[src/rtl/sliced_add_sub_unit.sv]
// Multi-cycle WIDTH-bit adder/subtractor: one SLICE-bit chunk per clock through a registered carry chain.
// Keeps a registered result and C/Z/V/N flags so ADC/SBC can chain multi-precision arithmetic.
module sliced_add_sub_unit #(
  parameter int WIDTH = 8,
  parameter int SLICE = 4
) (
  input  logic             clk,
  input  logic             rst,
  input  logic             start,
  input  logic [1:0]       op,
  input  logic [WIDTH-1:0] a,
  input  logic [WIDTH-1:0] b,
  output logic             busy,
  output logic             done,
  output logic [WIDTH-1:0] result,
  output logic             c_flag,
  output logic             z_flag,
  output logic             v_flag,
  output logic             n_flag
);

  localparam int NSL = WIDTH / SLICE;
  localparam int KW  = (NSL > 1) ? $clog2(NSL) : 1;
  localparam logic [KW-1:0] K_LAST = KW'(NSL - 1);

  generate
    if ((WIDTH % SLICE) != 0) begin : g_bad_slice
      $error("sliced_add_sub_unit: WIDTH must be a multiple of SLICE");
    end
  endgenerate

  // Handshake: start is accepted on an edge where state is IDLE (including the
  // done cycle); busy stays high until the completing edge, which raises done
  // for exactly one cycle together with the new result and flags.
  typedef enum logic {IDLE = 1'b0, BUSY = 1'b1} state_t;

  state_t state, state_next;

  logic [NSL-1:0][SLICE-1:0] a_q, b_q, shadow, shadow_next;
  logic                      carry;
  logic [KW-1:0]             k;
  logic [SLICE:0]            slice_sum;
  logic                      accept;

  assign accept = (state == IDLE) && start;

  always_ff @(posedge clk) begin
    if (rst) state <= IDLE;
    else     state <= state_next;
  end

  always_comb begin
    state_next = state;
    case (state)
      IDLE:    if (start) state_next = BUSY;
      BUSY:    if (k == K_LAST) state_next = IDLE;
      default: state_next = IDLE;
    endcase
  end

  // One slice of the ripple: the carry register links consecutive clocks.
  always_comb begin
    slice_sum      = {1'b0, a_q[k]} + {1'b0, b_q[k]} + {{SLICE{1'b0}}, carry};
    shadow_next    = shadow;
    shadow_next[k] = slice_sum[SLICE-1:0];
  end

  always_ff @(posedge clk) begin
    if (rst) begin
      a_q    <= '0;
      b_q    <= '0;
      shadow <= '0;
      carry  <= 1'b0;
      k      <= '0;
      busy   <= 1'b0;
      done   <= 1'b0;
      result <= '0;
      c_flag <= 1'b0;
      z_flag <= 1'b0;
      v_flag <= 1'b0;
      n_flag <= 1'b0;
    end else begin
      done <= 1'b0;
      if (accept) begin
        a_q   <= a;
        b_q   <= op[0] ? ~b : b;
        carry <= op[1] ? c_flag : op[0];
        k     <= '0;
        busy  <= 1'b1;
      end else if (state == BUSY) begin
        shadow <= shadow_next;
        carry  <= slice_sum[SLICE];
        k      <= k + KW'(1);
        if (k == K_LAST) begin
          result <= shadow_next;
          c_flag <= slice_sum[SLICE];
          z_flag <= (shadow_next == '0);
          n_flag <= shadow_next[NSL-1][SLICE-1];
          v_flag <= (a_q[NSL-1][SLICE-1] == b_q[NSL-1][SLICE-1]) &&
                    (shadow_next[NSL-1][SLICE-1] != a_q[NSL-1][SLICE-1]);
          busy   <= 1'b0;
          done   <= 1'b1;
        end
      end
    end
  end

endmodule

[config.mk]
export PLATFORM = sky130hd
export DESIGN_NAME = sliced_add_sub_unit
export DESIGN_NICKNAME = d
export VERILOG_FILES = /design/src/rtl/sliced_add_sub_unit.sv
export SDC_FILE = /design/constraint.sdc
export NUM_CORES = 1
export LEC_CHECK = 0
export BUFFER_PORTS_ARGS = -buffer_cell sky130_fd_sc_hd__buf_2
export CAP_MARGIN = 20
export CORE_ASPECT_RATIO = 1.2
export CORE_MARGIN = 2
export CORE_UTILIZATION = 40
export CTS_CLUSTER_SIZE = 28
export DETAILED_ROUTE_END_ITERATION = 8
export HOLD_SLACK_MARGIN = 0.12
export PLACE_DENSITY = 0.69
export REMOVE_ABC_BUFFERS = 1
export SLEW_MARGIN = 0
export SYNTH_ARGS = -nofsm -noshare
export SYNTH_HDL_FRONTEND = slang
export SYNTH_SLANG_ARGS = --single-unit
[constraint.sdc]
create_clock -name clk -period 2.71 [get_ports clk]
set_input_delay 0.4065 -clock clk [delete_from_list [all_inputs] [get_ports clk]]
set_output_delay 0.4065 -clock clk [all_outputs]
set_load 0.01 [all_outputs]
==> results.md, run 1 <==
- Layout Skew: around 0.0035 ns
- Most area-consuming cells after synthesis: dfxtp_1 (44%), xnor2_1 (5.2%), nand2_1 (4.9%), mux2_2 (4.7%), a211oi_1 (4.4%)
- Status: complete, no violations
- CP required: 2.93 ns
- Worst hold path type: input port to flop
- Placed cell count: 254
- Post-route cell area: between 0.0015 and 0.002 mm²
- Die height: 75.2 µm
- Post-layout util: 48.0%
- Largest net degree at the start of global routing: 26
- Layout cell share with drive strength beyond 1: 24.6%
- Critical path type: flop to flop
- Post-CTS sizing: 0
- Dominant cell type by area after synthesis: dfxtp_1
- GR Util met2: 26.5%
- Post-Syn Area per Cell: around 9.5 µm²
- Cts hold-fix bufs: 0
- Syn Std Cell Area: 0.00169 mm²
- Global-route wire length before repair: 5370 µm
- Final WL: between 3000 and 4000 µm
- Clock power share: 32.9%
- LEAKAGE: approximately 0.83 nW
- Core area: approximately 0.004 mm²
- Max-cap violations: 0
- Grt met1 use: between 10% and 20%
- Root buf cell: clkbuf_8
- Row count: 25
- Number of synthesized flops with an enable pin: 0
- Max Freq: 0.426 GHz
- DP HPWL: 2430 µm
- Met3 global-route usage: 5.08%
- PortBufs: 34
- Top cell type's share of synthesized area: 43.8%
- Post-synthesis cell count: roughly 180
- TritonCTS clock tree: built
- Initial antenna violation count: 0
- Non-filler cells in the finished layout: 261
- Pwr per Cell Area: 600 mW/mm²
- Clock buffer depth: 2
- Area Growth Syn to Fin: 13.7%
- Vias in the first global route: 1166
- Dpl cell area: between 0.0015 and 0.002 mm²
- Clock transition at path regs: about 0.06 ns
- Setup crit end kind: flop
- Hold_sp: a[3]
- Min Tclk post-route: 2.35 ns
- Overall die width: 63.4 µm
- Slew Viols, Final: 0
- Final hold vios: 0
- Vias: around 1300
- WL/cell: 12.4 µm
- Drc violations: 0
- Most common cell in the synthesized netlist: dfxtp_1
- Starting density of the core: between 40% and 50%
- Total I/O pin count: 35
- Crit-path max FO: 10
- Sw frac: 25.6%
- Antenna diodes: 0
- Setup TNS: 0 ns
- Layout Nets: 233
- Flops & latches, synth: 37
- Routed Antenna Nets: 0
- Share of the yosys chip area belonging to registers: between 40% and 50%
- Slew margin rel.: 56.4%
- Inserted Clock Buffers: 5
- Setup-failing EPs final: 0
- Startpoint types: flop
- Cell variety after synth: 38
- Clock sinks: 37
- Total die area: 0.00477 mm²
- Top cells by count, synth: dfxtp_1 (37), nand2_1 (22), nor2_1 (19)
- R2r startpoint: k$_SDFFE_PP0P_
- Worst Tran Pin Value: 0.654 ns
- GRT Overall Usage: 15.1%
- Combinational power share: 15.3%
- GP Congestion: 0.846
- Synth warn: 0
- CP Data Arrival Time: roughly 2.6 ns
- Int Pwr: 0.000859 W
- Post-CTS Setup Bufs: 0
- Switching power: roughly 0.0003 W
- H-Tree Depth: 2
- Starting DRC count in detailed routing: 61
- VDD IR-drop max: 0.317 mV
- Post-synthesis async set-or-reset flop share: 0%
- Via density: 4.94
- Drt pass-1 iters: 2
- Hold Slack: 0.353 ns
- Top Usage Layer GRT: met2
- Clock latency on the worst-skew pair: 0.29 ns
- RSZ-0062 raised after global routing: false
- GR Overflow Total: 0
- CP startpoint: k$_SDFFE_PP0P_
- Sequential power share: 51.8%
- Ys flop type: dfxtp_1
- Crit share post-route: 86.5%
==> power by group through the flow <==
stage	Clock [W]	Sequential, W	Combinational [W]
floorplan	0	0.000606	0.000119
global placement	0	0.000609	0.000173
detailed placement	0	0.000610	0.000177
CTS	0.000388	0.000598	0.000178
global route	0.000414	0.000602	0.000197
finish	0.000380	0.000598	0.000176
==> cell type report <==
| class | count | area, µm² |
|---|---|---|
| fill | 442 | 2080 |
| multi-input combinational | 122 | 825 |
| sequential | 37 | 741 |
| timing repair buffer | 36 | 185 |
| clock buffer | 7 | 86.3 |
| tap | 54 | 67.6 |
| inverter | 5 | 18.8 |
==> cell families (layout without fill, tap and decap cells) <==
family / Yosys count / after routing / share of synthesized area [%]
AND/OR/NAND/NOR: 57 / 57 / 15.9
AO/OA/AOI/OAI: 38 / 38 / 15.5
flip-flops: 37 / 37 / 43.8
buffers and inverters: 20 / 48 / 7.47
multiplexers: 12 / 12 / 7.62
XOR/XNOR: 10 / 10 / 5.18
adder cells (fa/ha/maj): 5 / 5 / 4.59
==> critical path, cell delays in order (launching register included) <==
cell and delay [ns]:
dfxtp_1 0.56, mux2i_1 0.17, fa_1 0.48, inv_1 0.10, fa_1 0.44, nor4b_1 0.27
nand4_1 0.13, o21ai_1 0.13
==> sequential cells by signal (all words and copies together) (netlist names) <==
name	flops
result	8
a_q	8
c_flag	1
z_flag	1
state	1
busy	1
k	1
shadow	5
done	1
carry	1
v_flag	1
b_q	8
==> path summary, 6_finish.rpt <==
check / to / slack (ns) / depth (start not counted)
setup / recovery: z_flag$_SDFFE_PP0P_ / 0.36 / 7
hold / removal: a_q[3]$_SDFFE_PP0P_ / 0.35 / 3
setup reg to reg: z_flag$_SDFFE_PP0P_ / 0.36 / 7
hold reg to reg: a_q[0]$_SDFFE_PP0P_ / 0.45 / 2
==> cell usage in the layout, fill, tap and decap left out, types with 2 or more instances in the layout <==
master	Yosys	routed
dfxtp_1	37	37
buf_2	3	34
nand2_1	22	22
nor2_1	19	19
xnor2_1	10	10
a21oi_1	10	10
a211oi_1	10	10
mux2_2	7	7
a22o_1	7	7
clkbuf_8	1	6
inv_1	5	5
mux2i_1	5	5
o21ai_0	3	3
ha_1	3	3
nor2b_1	2	2
o21a_1	2	2
nand4_1	2	2
nand2b_1	2	2
fa_1	2	2
buf_4	6	2
==> metal layers <==
metal  share of wire, %  up-vias
met2                 48       31
met1                 45      586
met5                  0        -
met3                5.1        6
li1                   -      666
met4                2.2        0
==> per-stage QoR <==
step	worst slack, ns	total power (W)
after floorplan	0.433	0.000726
after global placement	0.452	0.000782
after detailed placement	0.399	0.000787
after CTS	0.378	0.00116
after global routing	0.227	0.00121
final	0.365	0.00115
(Power assumes the default switching activity.)
==> inputs of run 2 (changes only) <==
--- a/config.mk
+++ b/config.mk
@@ -13,7 +13,6 @@
 export CTS_CLUSTER_SIZE = 28
 export DETAILED_ROUTE_END_ITERATION = 8
 export HOLD_SLACK_MARGIN = 0.12
-export PLACE_DENSITY = 0.69
 export REMOVE_ABC_BUFFERS = 1
 export SLEW_MARGIN = 0
 export SYNTH_ARGS = -nofsm -noshare
==> run 2 against run 1 <==
  * Register-to-register slack improved by 0.07 ns
  * Combinational power increased by 3%
  * Fmax increased by 2.9%
  * Core utilization increased by 1.4 points
==> results.md, run 2 (synthesis gave the netlist of run 1 again) <==
- Critical path type: flop to flop
- RR Endpoint: v_flag$_SDFFE_PP0P_
- Cts hold-fix bufs: 0 (unchanged)
- Hold path cells: 3 (unchanged)
- Hold Slack: 0.353 ns (+0.000242 ns)
- Overall die width: 63.4 µm (unchanged)
- Setup-failing EPs final: 0 (unchanged)
- Clock power share: 41.8% (+8.9 points)
- Starting density of the core: 42.2% (unchanged)
- TritonCTS clock tree: built
- Clock latency on the worst-skew pair: 0.29 ns (about the same)
- Post-CTS Setup Bufs: 0 (unchanged)
- Row count: 25 (unchanged)
- Vias: 1282 (-0.54%)
- Switching power: 0.000311 W (+5.1%)
- Total I/O pin count: 35 (unchanged)
- FILL cells: 420 (-5.0%)
- Antenna diodes: 0 (unchanged)
- Layout cell share with drive strength beyond 1: 25.8% (+1.2 points)
- Routed Antenna Nets: 0 (unchanged)
- Crit-path max FO: 15 (+5)
- Via density: 4.87 (-1.3%)
- Setup crit end kind: flop
- Post-route cell area: 0.00198 mm² (+2.9%)
- Global-route wire length before repair: 5560 µm (+3.6%)
- Initial antenna violation count: 0 (unchanged)
- CP required: 2.89 ns (-0.04 ns)
- Worst r2r path cells: 8 (+1)
- Layout Nets: 234 (+0.43%)
- Startpoint types: flop
- WL/cell: 12.8 µm (+3.7%)
- H-Tree Depth: 2 (unchanged)
- Max-cap violations: 0 (unchanged)
- Layout Skew: 0.00565 ns (+0.00211 ns)
- Clock buffer depth: 2 (unchanged)
- Combinational power share: 13.7% (-1.6 points)
- Clock transition at path regs: 0.07 ns (about the same)
- GP Congestion: 0.759 (-10%)
- Drc violations: 0 (unchanged)
- Inserted Clock Buffers: 5 (unchanged)
- Total power draw: 0.00133 W (+16%)
- Final WL: 3380 µm (+4.5%)
- Setup TNS: 0 ns (unchanged)
- PortBufs: 34 (unchanged)
- Post-CTS sizing: 0 (unchanged)
- Critical Path End: v_flag$_SDFFE_PP0P_
- LEAKAGE: 0.856 nW (+3.5%)
- Sw frac: 23.3% (-2.3 points)
- Drt pass-1 iters: 4 (+2)
- Worst hold path type: input port to flop
- Sequential power share: 44.5% (-7.3 points)
- Starting DRC count in detailed routing: 27 (-56%)
- Pwr per Cell Area: 675 mW/mm² (+12%)
- Commonest non-fill, non-tap cell in the layout: dfxtp_1
- Max Freq: 0.439 GHz (+2.9%)
- Root buf cell: clkbuf_8
- Slew Viols, Final: 0 (unchanged)
- R2r startpoint: k$_SDFFE_PP0P_
- Worst Tran Pin Value: 0.624 ns (-0.0304 ns)
- CP startpoint: k$_SDFFE_PP0P_
- Crit share post-route: 84.1% (-2.4 points)
- Total die area: 0.00477 mm² (unchanged)
- Most frequent cells in the layout: dfxtp_1 (37), buf_2 (34), nand2_1 (22), nor2_1 (19)
- Vias in the first global route: 1247 (+6.9%)
- Slew margin rel.: 58.4% (+2.0 points)
- Int Pwr: 0.00102 W (+19%)
- Clock sinks: 37 (unchanged)
- Biggest regs: a_q: 8 flops, b_q: 8 flops, result: 8 flops
- Die height: 75.2 µm (unchanged)
- Worst reg2reg setup slack: 0.43 ns (+0.07 ns)
- Largest net degree at the start of global routing: 26 (unchanged)
- Final hold vios: 0 (unchanged)
- GR Overflow Total: 0 (unchanged)
- Core area: 0.00400 mm² (unchanged)
- GRT Overall Usage: 15.4% (+0.33 points)
- Post-layout util: 49.4% (+1.4 points)
- VDD IR-drop max: 0.362 mV (+14%)
- DP HPWL: 2610 µm (+7.4%)
- Dpl cell area: 0.00184 mm² (+0.41%)
- Status: complete, no violations
- Min Tclk post-route: 2.28 ns (-0.0652 ns)
- Area Growth Syn to Fin: 16.9%
- CP Data Arrival Time: 2.46 ns (-0.11 ns)
- RSZ-0062 raised after global routing: false
[run 2: cell count changes in the layout (fill, tap and decap cells not counted), sizes merged]
cell,delta
buf,+1
bufinv,+2
clkbuf,-2
clkinv,+1
[run 2: worst max-delay path, cell delays in order (launching register included)]
cell     delay [ns]
dfxtp_1        0.39
buf_4          0.23
mux2_2         0.38
ha_1           0.30
nor2b_4        0.13
or3_1          0.34
nand4_1        0.13
mux2i_1        0.21
nand2_1        0.07
[run 2: how the worst min path moves through the flow]
stage | startpoint | to | slack (ns)
final | a[4] | a_q[4]$_SDFFE_PP0P_ | 0.35
after global routing | a[5] | a_q[5]$_SDFFE_PP0P_ | 0.35
after CTS | a[3] | a_q[3]$_SDFFE_PP0P_ | 0.35
after detailed placement | result[6]$_SDFFE_PP0P_ | result[6]$_SDFFE_PP0P_ | 0.44
after global placement | result[6]$_SDFFE_PP0P_ | result[6]$_SDFFE_PP0P_ | 0.43
after floorplan | a_q[5]$_SDFFE_PP0P_ | a_q[5]$_SDFFE_PP0P_ | 0.43
[run 2: final cells by class]
cell class	instances	area [µm²]	share of cell area [%]
Multi-Input combinational cell	122	825	41.7
Clock inverter	3	65.1	3.29
Clock buffer	5	68.8	3.48
Timing Repair Buffer	37	193	9.74
Inverter	5	18.8	0.949
Sequential cell	37	741	37.4
Tap cell	54	67.6	3.42
[run 2: per-layer routing]
metal	vias up	GRT usage, %	wire length (µm)
met5	-	0	0
met4	0	6.52	55
met3	5	4.48	131
met2	26	28.5	1720
met1	584	16.7	1470
li1	667	-	-
[run 2: power groups by stage]
stage	clock, W	combinational, W	sequential, W
CTS	0.000570	0.000186	0.000594
finish	0.000558	0.000182	0.000594
global placement	0	0.000179	0.000607
floorplan	0	0.000119	0.000606
global route	0.000595	0.000204	0.000598
detailed placement	0	0.000184	0.000607
[run 2: metrics by stage]
| step | setup slack (ns) | instances |
|---|---|---|
| 3_3_place_gp | 0.519 | 255 |
| 6_report | 0.430 | 263 |
| 2_1_floorplan | 0.433 | 164 |
| 4_1_cts | 0.406 | 263 |
| 3_5_place_dp | 0.460 | 255 |
| 5_1_grt | 0.287 | 263 |
